<file path="src/rtl/hpu_pkg.sv">
// Shared types and defaults for the execution-stage sequencer.
// Combinational content only, so latency and backpressure do not apply.
package hpu_pkg;

  localparam int NUM_ITEMS_DEF = 8;
  localparam int MAX_OUT_DEF   = 2;

  typedef enum logic [3:0] {
    IDLE,
    WAIT_SRC,
    INIT,
    KINIT,
    KRUN,
    KFIN,
    STALL,
    DRAIN,
    DONE
  } exe_sched_state_t;

  // Index width that stays legal when a count of 1 would give $clog2 == 0.
  function automatic int idx_w(input int n);
    return (n > 1) ? $clog2(n) : 1;
  endfunction

endpackage

</file>
<file path="src/rtl/exe_sched_if.sv">
// Control and status bundle between source-load logic, exe_sched and the out datapath.
// Wires only: no latency; credit flow is handled inside exe_sched.
interface exe_sched_if #(
  parameter int K_W    = 6,
  parameter int ITEM_W = 3
);

  logic              run;
  logic              src_ready;
  logic [K_W-1:0]    k_len;
  logic              out_busy;
  logic              out_fin;

  logic              s_init;
  logic              k_init;
  logic              k_fin;
  logic              k_en;
  logic [K_W-1:0]    k_idx;
  logic [ITEM_W-1:0] item_idx;
  logic              busy;
  logic              done;
  logic              proto_err;

  modport master (
    output run, src_ready, k_len, out_busy, out_fin,
    input  s_init, k_init, k_fin, k_en, k_idx, item_idx, busy, done, proto_err
  );

  modport slave (
    input  run, src_ready, k_len, out_busy, out_fin,
    output s_init, k_init, k_fin, k_en, k_idx, item_idx, busy, done, proto_err
  );

endinterface

</file>
<file path="src/rtl/agu.sv">
// Address generator: counts ini..fin once per start pulse, flagging the final step with last.
// Latency: first index the cycle after start; pauses while en is low.
module agu #(
  parameter int W = 6
) (
  input  logic         clk,
  input  logic         rst,
  input  logic         start,
  input  logic         en,
  input  logic [W-1:0] ini,
  input  logic [W-1:0] fin,
  output logic [W-1:0] idx,
  output logic         last
);

  logic active;

  always_ff @(posedge clk) begin
    if (rst) begin
      active <= 1'b0;
      idx    <= '0;
    end else if (start) begin
      active <= 1'b1;
      idx    <= ini;
    end else if (en && active) begin
      if (idx == fin) begin
        active <= 1'b0;
        idx    <= ini;
      end else begin
        idx <= idx + W'(1);
      end
    end
  end

  assign last = active && (idx == fin);

endmodule

</file>
<file path="src/rtl/exe_sched.sv">
// Execution-stage sequencer: s_init, then per item a k_init / k_en burst / k_fin, then done.
// Latency: s_init 1 cycle after src_ready seen; k-loops stall while MAX_OUT items await out_fin.
module exe_sched
  import hpu_pkg::*;
#(
  parameter int NUM_ITEMS = NUM_ITEMS_DEF,
  parameter int K_W       = 6,
  parameter int MAX_OUT   = MAX_OUT_DEF
) (
  input  logic         clk,
  input  logic         rst,
  exe_sched_if.slave   io
);

  localparam int ITEM_W = idx_w(NUM_ITEMS);
  localparam int OUT_W  = $clog2(MAX_OUT + 1);
  localparam logic [ITEM_W-1:0] LAST_ITEM = ITEM_W'(NUM_ITEMS - 1);
  localparam logic [OUT_W-1:0]  MAX_OUT_V = OUT_W'(MAX_OUT);

  exe_sched_state_t  state, nxt;
  logic [K_W-1:0]    kl;
  logic [ITEM_W-1:0] item_idx;
  logic [OUT_W-1:0]  outstanding, out_next;
  logic              proto_err;
  logic [K_W-1:0]    agu_idx;
  logic              agu_last;
  logic              kfin_w;
  logic              unused_out_busy;

  assign unused_out_busy = io.out_busy;
  assign kfin_w          = (state == KFIN);

  // A k_fin and out_fin in the same cycle cancel; out_fin with nothing outstanding saturates at 0.
  always_comb begin
    out_next = outstanding;
    if (kfin_w && !io.out_fin)
      out_next = outstanding + OUT_W'(1);
    else if (!kfin_w && io.out_fin && (outstanding != '0))
      out_next = outstanding - OUT_W'(1);
  end

  always_comb begin
    nxt = state;
    case (state)
      IDLE:     if (io.run) nxt = WAIT_SRC;
      WAIT_SRC: if (io.src_ready) nxt = INIT;
      INIT:     nxt = KINIT;
      KINIT:    nxt = KRUN;
      KRUN:     if (agu_last) nxt = KFIN;
      KFIN: begin
        if (item_idx == LAST_ITEM)   nxt = DRAIN;
        else if (out_next < MAX_OUT_V) nxt = KINIT;
        else                         nxt = STALL;
      end
      STALL:    if (out_next < MAX_OUT_V) nxt = KINIT;
      DRAIN:    if (out_next == '0) nxt = DONE;
      DONE:     nxt = IDLE;
      default:  nxt = IDLE;
    endcase
  end

  always_ff @(posedge clk) begin
    if (rst) begin
      state       <= IDLE;
      kl          <= '0;
      item_idx    <= '0;
      outstanding <= '0;
      proto_err   <= 1'b0;
    end else begin
      state       <= nxt;
      outstanding <= out_next;
      if (io.out_fin && (outstanding == '0))
        proto_err <= 1'b1;
      if (state == INIT) begin
        kl       <= (io.k_len == '0) ? K_W'(1) : io.k_len;
        item_idx <= '0;
      end
      if (kfin_w && (item_idx != LAST_ITEM))
        item_idx <= item_idx + ITEM_W'(1);
    end
  end

  agu #(.W(K_W)) u_agu (
    .clk   (clk),
    .rst   (rst),
    .start (state == KINIT),
    .en    (1'b1),
    .ini   ('0),
    .fin   (kl - K_W'(1)),
    .idx   (agu_idx),
    .last  (agu_last)
  );

  assign io.s_init    = (state == INIT);
  assign io.k_init    = (state == KINIT);
  assign io.k_en      = (state == KRUN);
  assign io.k_fin     = kfin_w;
  assign io.k_idx     = (state == KRUN) ? agu_idx : '0;
  assign io.item_idx  = item_idx;
  assign io.busy      = (state != IDLE);
  assign io.done      = (state == DONE);
  assign io.proto_err = proto_err;

endmodule

</file>
<file path="src/flat_wrapper.sv">
// flat-port wrapper written by rule: the top's interface ports become plain ports
module exe_sched_flat import hpu_pkg::*;
#(
  parameter int NUM_ITEMS = NUM_ITEMS_DEF,
  parameter int K_W       = 6,
  parameter int MAX_OUT   = MAX_OUT_DEF
)
  (clk, rst, io_run, io_src_ready, io_k_len, io_out_busy, io_out_fin, io_s_init, io_k_init, io_k_fin, io_k_en, io_k_idx, io_item_idx, io_busy, io_done, io_proto_err);
  exe_sched_if #(.K_W(K_W), .ITEM_W((3))) io_i ();
  input  logic clk;
  input  logic rst;
  input wire logic [$bits(io_i.run)-1:0] io_run;
  input wire logic [$bits(io_i.src_ready)-1:0] io_src_ready;
  input wire logic [$bits(io_i.k_len)-1:0] io_k_len;
  input wire logic [$bits(io_i.out_busy)-1:0] io_out_busy;
  input wire logic [$bits(io_i.out_fin)-1:0] io_out_fin;
  output wire logic [$bits(io_i.s_init)-1:0] io_s_init;
  output wire logic [$bits(io_i.k_init)-1:0] io_k_init;
  output wire logic [$bits(io_i.k_fin)-1:0] io_k_fin;
  output wire logic [$bits(io_i.k_en)-1:0] io_k_en;
  output wire logic [$bits(io_i.k_idx)-1:0] io_k_idx;
  output wire logic [$bits(io_i.item_idx)-1:0] io_item_idx;
  output wire logic [$bits(io_i.busy)-1:0] io_busy;
  output wire logic [$bits(io_i.done)-1:0] io_done;
  output wire logic [$bits(io_i.proto_err)-1:0] io_proto_err;
  assign io_i.run = io_run;
  assign io_i.src_ready = io_src_ready;
  assign io_i.k_len = io_k_len;
  assign io_i.out_busy = io_out_busy;
  assign io_i.out_fin = io_out_fin;
  assign io_s_init = io_i.s_init;
  assign io_k_init = io_i.k_init;
  assign io_k_fin = io_i.k_fin;
  assign io_k_en = io_i.k_en;
  assign io_k_idx = io_i.k_idx;
  assign io_item_idx = io_i.item_idx;
  assign io_busy = io_i.busy;
  assign io_done = io_i.done;
  assign io_proto_err = io_i.proto_err;
  exe_sched #(.NUM_ITEMS(NUM_ITEMS), .K_W(K_W), .MAX_OUT(MAX_OUT)) u_core (.clk(clk), .rst(rst), .io(io_i));
endmodule
</file>
<file path="config.mk">
export PLATFORM = sky130hd
export DESIGN_NAME = exe_sched_flat
export DESIGN_NICKNAME = d
export VERILOG_FILES = /design/src/rtl/hpu_pkg.sv /design/src/rtl/exe_sched_if.sv /design/src/rtl/agu.sv /design/src/rtl/exe_sched.sv /design/src/flat_wrapper.sv
export SDC_FILE = /design/constraint.sdc
export NUM_CORES = 1
export LEC_CHECK = 0
export ABC_AREA = 1
export CAP_MARGIN = 10
export CORE_ASPECT_RATIO = 1.2
export CORE_UTILIZATION = 50
export CTS_CLUSTER_DIAMETER = 50
export CTS_CLUSTER_SIZE = 30
export DETAILED_ROUTE_END_ITERATION = 6
export PLACE_DENSITY_LB_ADDON = 0.05
export SYNTH_ARGS = -nofsm -noshare
export SYNTH_HDL_FRONTEND = slang
export SYNTH_SLANG_ARGS = --single-unit
</file>
<file path="constraint.sdc">
create_clock -name clk -period 3.6 [get_ports clk]
set_clock_uncertainty 0.2 [all_clocks]
set_input_delay 0.72 -clock clk [delete_from_list [all_inputs] [get_ports clk]]
set_output_delay 0.72 -clock clk [all_outputs]
set_load 0.02 [all_outputs]
</file>
Word-level counts from Yosys, hierarchy flattened
Cells that the tools add are included.
Storage, ports and cells
  output and inout bits: 16
  logic and storage cells: 64
  register bits after elaboration: 23
  bits of input ports: 12
Operators by class
  muxes and demuxes: 18
  reductions and logical operators: 17
  $add $sub $neg: 5
  equal/unequal tests: 16
  $lt $le $gt $ge: 1
Operators by type and width (count)
  $pmux 4 s8: 1
  $mux 4: 6
  $mux 6: 3
  $eq 4x3->1 const B: 4
  $mux 3: 3
  $eq 4x2->1 const B: 2
  $add 6x1->6 const B: 1
  $eq 6x6->1: 1
  $logic_and 1x1->1: 6
  $logic_not 6->1: 1
  $ne 2x1->1 const B: 3
  $sub 6x1->6 const B: 1
  $reduce_and 5->1: 1
  $eq 4x1->1 const B: 1
  $eq 4x4->1 const B: 1
  $logic_not 2->1: 2
  $logic_not 4->1: 1
  $mux 2: 2
  $ne 2x2->1 const B: 2
  $reduce_bool 2->1: 2
  $reduce_bool 4->1: 1
  $add 3x1->3 const B: 1
  $eq 3x3->1 const B: 1
  $mux 1: 3
  other kinds (6): 7

Depth between registers and ports, before layout
  word-level depth: 10
  mapped depth: 16
  gate-level depth less buffers: 16

Modules after synthesis
Synthesis repeated with hierarchy kept, for this count alone.
Second synthesis, totals
  cells, all modules: 254
  area total of the unflattened synthesis: 1644.1 µm²
Modules (own cells, without submodules)
  exe_sched: times used 1, sequential area each 320.3 µm², cells each 151, area an instance 1053.5 µm²
  agu: times used 1, sequential area each 140.1 µm², cells each 103, area an instance 590.6 µm²

Worst setup path before layout
No wires, ideal clock.
  path type: register to output
  start: reg u_core.state[0]
  end: out io_k_idx[0]
  required time: 2.680 ns
  stages on the path, launching flop included: 6
  path slack: 1.275 ns
  buffers on the path: 0
  data arrival time: 1.405 ns
  cell sequence: dfxtp_1 nor2_1 inv_1 nor2_1 inv_1 nor2_1
On the way
  longest elaborated chain between the ends: 2
RTL lines
  start, declared: RTL line exe_sched.sv:20  | exe_sched_state_t state, nxt;
  start signal, assigned: RTL line exe_sched.sv:70  | state <= nxt;
  $eq 4x3->1
  net io_k_en: RTL line flat_wrapper.sv:20  | output wire logic [$bits(io_i.k_en)-1:0] io_k_en;
  $mux 6: RTL line exe_sched.sv:98  | assign io.k_idx = (state == KRUN) ? agu_idx : '0;
  end, declared: RTL line flat_wrapper.sv:21  | output wire logic [$bits(io_i.k_idx)-1:0] io_k_idx;
The timed path passes the listed nets, and every way through them passes these cells.

Final worst setup path
  start: reg u_core.state[0]
  end: out io_k_idx[5]
On the way
  longest elaborated chain between the ends: 2
RTL lines (RTL line)
  $eq 4x3->1: exe_sched.sv:98
  $mux 6: exe_sched.sv:98
Every way passes these cells.

==> impl_metrics.json <==
{
  "crit_required_ps": 2680,
  "cp_slowest_cell": "clkdlybuf4s50_1",
  "p_int_mw": 0.574,
  "worstReg2RegEnd": "u_core.state[0]",
  "r2r_cells": 15,
  "crit_type": "reg2out",
  "post-route-period-util_pct": 83.1,
  "crit_start": "u_core.state[0]",
  "gp_congestion": 0.827,
  "synth_fa_ha_area_share_pct": 4.62,
  "worstSetupStartpointType": "flip-flop",
  "critPathMaxStageDelay_ps": 610,
  "synth.mux.area_fraction_pct": 0,
  "n_antenna_cell": 0,
  "combPwrFrac_pct": 55.2,
  "netlist_top_cells_area": "dfxtp_1 34%, nand2_1 16%, nor2_1 11%",
  "synth.distinct_cells": 25,
  "p_switching_mw": 0.498,
  "wl_per_cell_um": 10.7,
  "path_cells": "nor2_1 > inv_1 > nor2_1 > inv_1 > nor2_1 > clkdlybuf4s50_1",
  "finalWorstSetupSlack_ps": 609,
  "cts_buffers": 3,
  "syn_area_um2": 1350,
  "start_util_pct": 53.0,
  "tightest_slew_ps": 427,
  "layoutNonFillerInstCount": 278,
  "h-tree-depth": 1,
  "antenna_found_initial": 0,
  "dp_hpwl_mm": 2.37,
  "core_um2": 2550,
  "dr_total_vias": 1376,
  "synth_top_area_share_pct": 34.0,
  "root_buffer": "clkbuf_4",
  "synth-simple-area-share_pct": 37.0,
  "ff2ff_setup_slack_ps": 1420,
  "grt_pass1_vias": 1298,
  "relSlewSlack_pct": 71.4,
  "whs_ps": 286,
  "crit_buf_inv": 3,
  "cts_resized": 0,
  "setup_viol": 0,
  "r2r_start": "u_core.kl[0]",
  "grt_start_max_net_pins": 14,
  "synth_area_leader_cell": "dfxtp_1",
  "die_area_um2": 2920,
  "final_cell_mix": "57 x nand2_1, 38 x nor2_1, 34 x inv_1",
  "synthToLayoutAreaGrowth_pct": 24.0,
  "insertion_delay_ps": 310,
  "rsz0062_at_grt": "false",
  "clock-sinks": 23,
  "drive_gt1_share_pct": 6.12,
  "peakVddDrop_v": 0.000370,
  "num_io_pins": 28,
  "synthXorXnorAreaFrac_pct": 3.88,
  "synth_top_family_by_area": "simple AND/OR/NAND/NOR gates",
  "synthesis.nets": 233,
  "cts_tree": "done",
  "p_clk_share_pct": 11.1,
  "avgSynthCellArea_um2": 6.27,
  "final.setup.tns_ps": 0,
  "seq_power_share_pct": 33.7,
  "crit_family": "buffers and inverters",
  "layout_commonest_cell": "nand2_1",
  "cts.reportedPaths.clkPinSlew_ps": 130,
  "post_cts_buffers": 0,
  "drtPass1Iterations": 4,
  "yosysWarningCount": 0,
  "hold_path_class": "reg2reg",
  "synth_compound_area_share_pct": 9.89,
  "power_density_nw_per_um2": 638,
  "cp.depth": 6,
  "crit_path_end": "io_k_idx[5]",
  "place_ws_ps": 1010,
  "finalHoldViolations": 0,
  "grt.total_usage_pct": 23.1,
  "fp.dieW_um": 49.5,
  "die_y_um": 59,
  "synth-seq-area-share_pct": 34.0,
  "cp.arrival_ps": 2070,
  "drc": 0,
  "slew_violations": 0,
  "critPathCaptureType": "output port",
  "grt_pass1_wl_mm": 5.26,
  "fin_area_um2": 1680,
  "wl_mm": 2.97,
  "num-nets-final": 263,
  "cap_violations": 0,
  "p_leak_nw": 0.777,
  "viasPerCell": 4.95,
  "synth_cells": 216,
  "clk_path_buf_depth": 2,
  "post_dp_cell_area_um2": 1650,
  "path_max_fanout": 7,
  "drtAntennaViolNets": 0,
  "first_iter_violations": 24,
  "portBuffers": 26,
  "ys_seq_elements": 23,
  "overflow": 0,
  "clock.fmax_mhz": 334,
  "period_needed_ps": 2990,
  "outcome": "finished clean",
  "cts_hold_buffers": 0,
  "cpMostUsedCell": "nor2_1",
  "rows": 20,
  "power.share.switching_pct": 46.4,
  "dp_cells": 274
}
==> final cells by class <==
cell class                      instances  area (um2)
Fill cell                             243         873
Multi-Input combinational cell        155         749
Sequential cell                        23         460
Timing Repair Buffer                   26         260
Inverter                               37         140
Tap cell                               33        41.3
Clock buffer                            3        22.5
Clock inverter                          1        5.00
==> power by group through the flow <==
stage | Combinational [mW] | Clock (mW) | Sequential (mW)
floorplan | 0.435 | 0 | 0.359
global placement | 0.573 | 0 | 0.363
detailed placement | 0.588 | 0 | 0.366
CTS | 0.590 | 0.124 | 0.360
global route | 0.681 | 0.133 | 0.368
finish | 0.592 | 0.119 | 0.361
==> worst min-delay path, cell delays in order, from the launching register on <==
cell,delay (ps)
dfxtp_1,350
a21oi_1,40
nor2_1,70
==> Yosys cell counts <==
master and instances:
clkinv_2 1, nor3_1 4, xor2_1 6, o21ai_1 1, clkbuf_1 1, a211oi_1 1
nor4_1 1, o21ai_0 8, inv_1 34, a21oi_2 1, nand2_1 57, nand2_2 4
dfxtp_1 23, inv_2 2, a21boi_0 1, a311oi_1 1, nand3_1 12, nand4_1 1
nor2_2 1, ha_1 5, nand3_2 1, a21oi_1 10, o22ai_1 1, nor3_2 1
nor2_1 38
==> cells by family (layout without fill, tap and decap cells) <==
family                     count (synthesis)  after routing
buffers and inverters                     38             67
xor gates and xnor gates                   6              6
DFF                                       23             23
AOI/OAI and AO/OA                         24             24
and+or+nand+nor                          120            120
adders and majority gates                  5              5
==> through the flow <==
stage / total power, mW / utilization (%)
after floorplan: 0.794 / -
after global placement: 0.936 / 64.7
after detailed placement: 0.953 / 64.7
after CTS: 1.07 / 65.8
after global routing: 1.18 / 65.8
final: 1.07 / 65.8
==> registers in the layout, summed over array words and instances, names as in the netlist <==
register / count
u_core.u_agu.active: 1
u_core.io.item_idx: 3
u_core.io.proto_err: 1
u_core.kl: 6
u_core.state: 4
u_core.outstanding: 2
u_core.u_agu.idx: 6
==> how the worst min path moves through the flow <==
stage,startpoint,endpoint,slack [ps],cells past startpoint
after floorplan,u_core.kl[4],u_core.kl[4],280,2
after global placement,u_core.io.proto_err,u_core.io.proto_err,250,2
after detailed placement,u_core.io.proto_err,u_core.io.proto_err,260,2
after CTS,u_core.io.proto_err,u_core.io.proto_err,290,2
after global routing,u_core.io.proto_err,u_core.io.proto_err,320,2
final,u_core.io.proto_err,u_core.io.proto_err,290,2
==> layer usage <==
layer | GRT usage [%] | wire length (um) | up-vias
li1 | - | - | 730
met1 | 26.4 | 1290 | 616
met2 | 45.0 | 1550 | 26
met3 | 3.08 | 110 | 4
met4 | 6.12 | 22 | 0
met5 | 0 | 0 | -
Power figures use the tool's default switching activity.
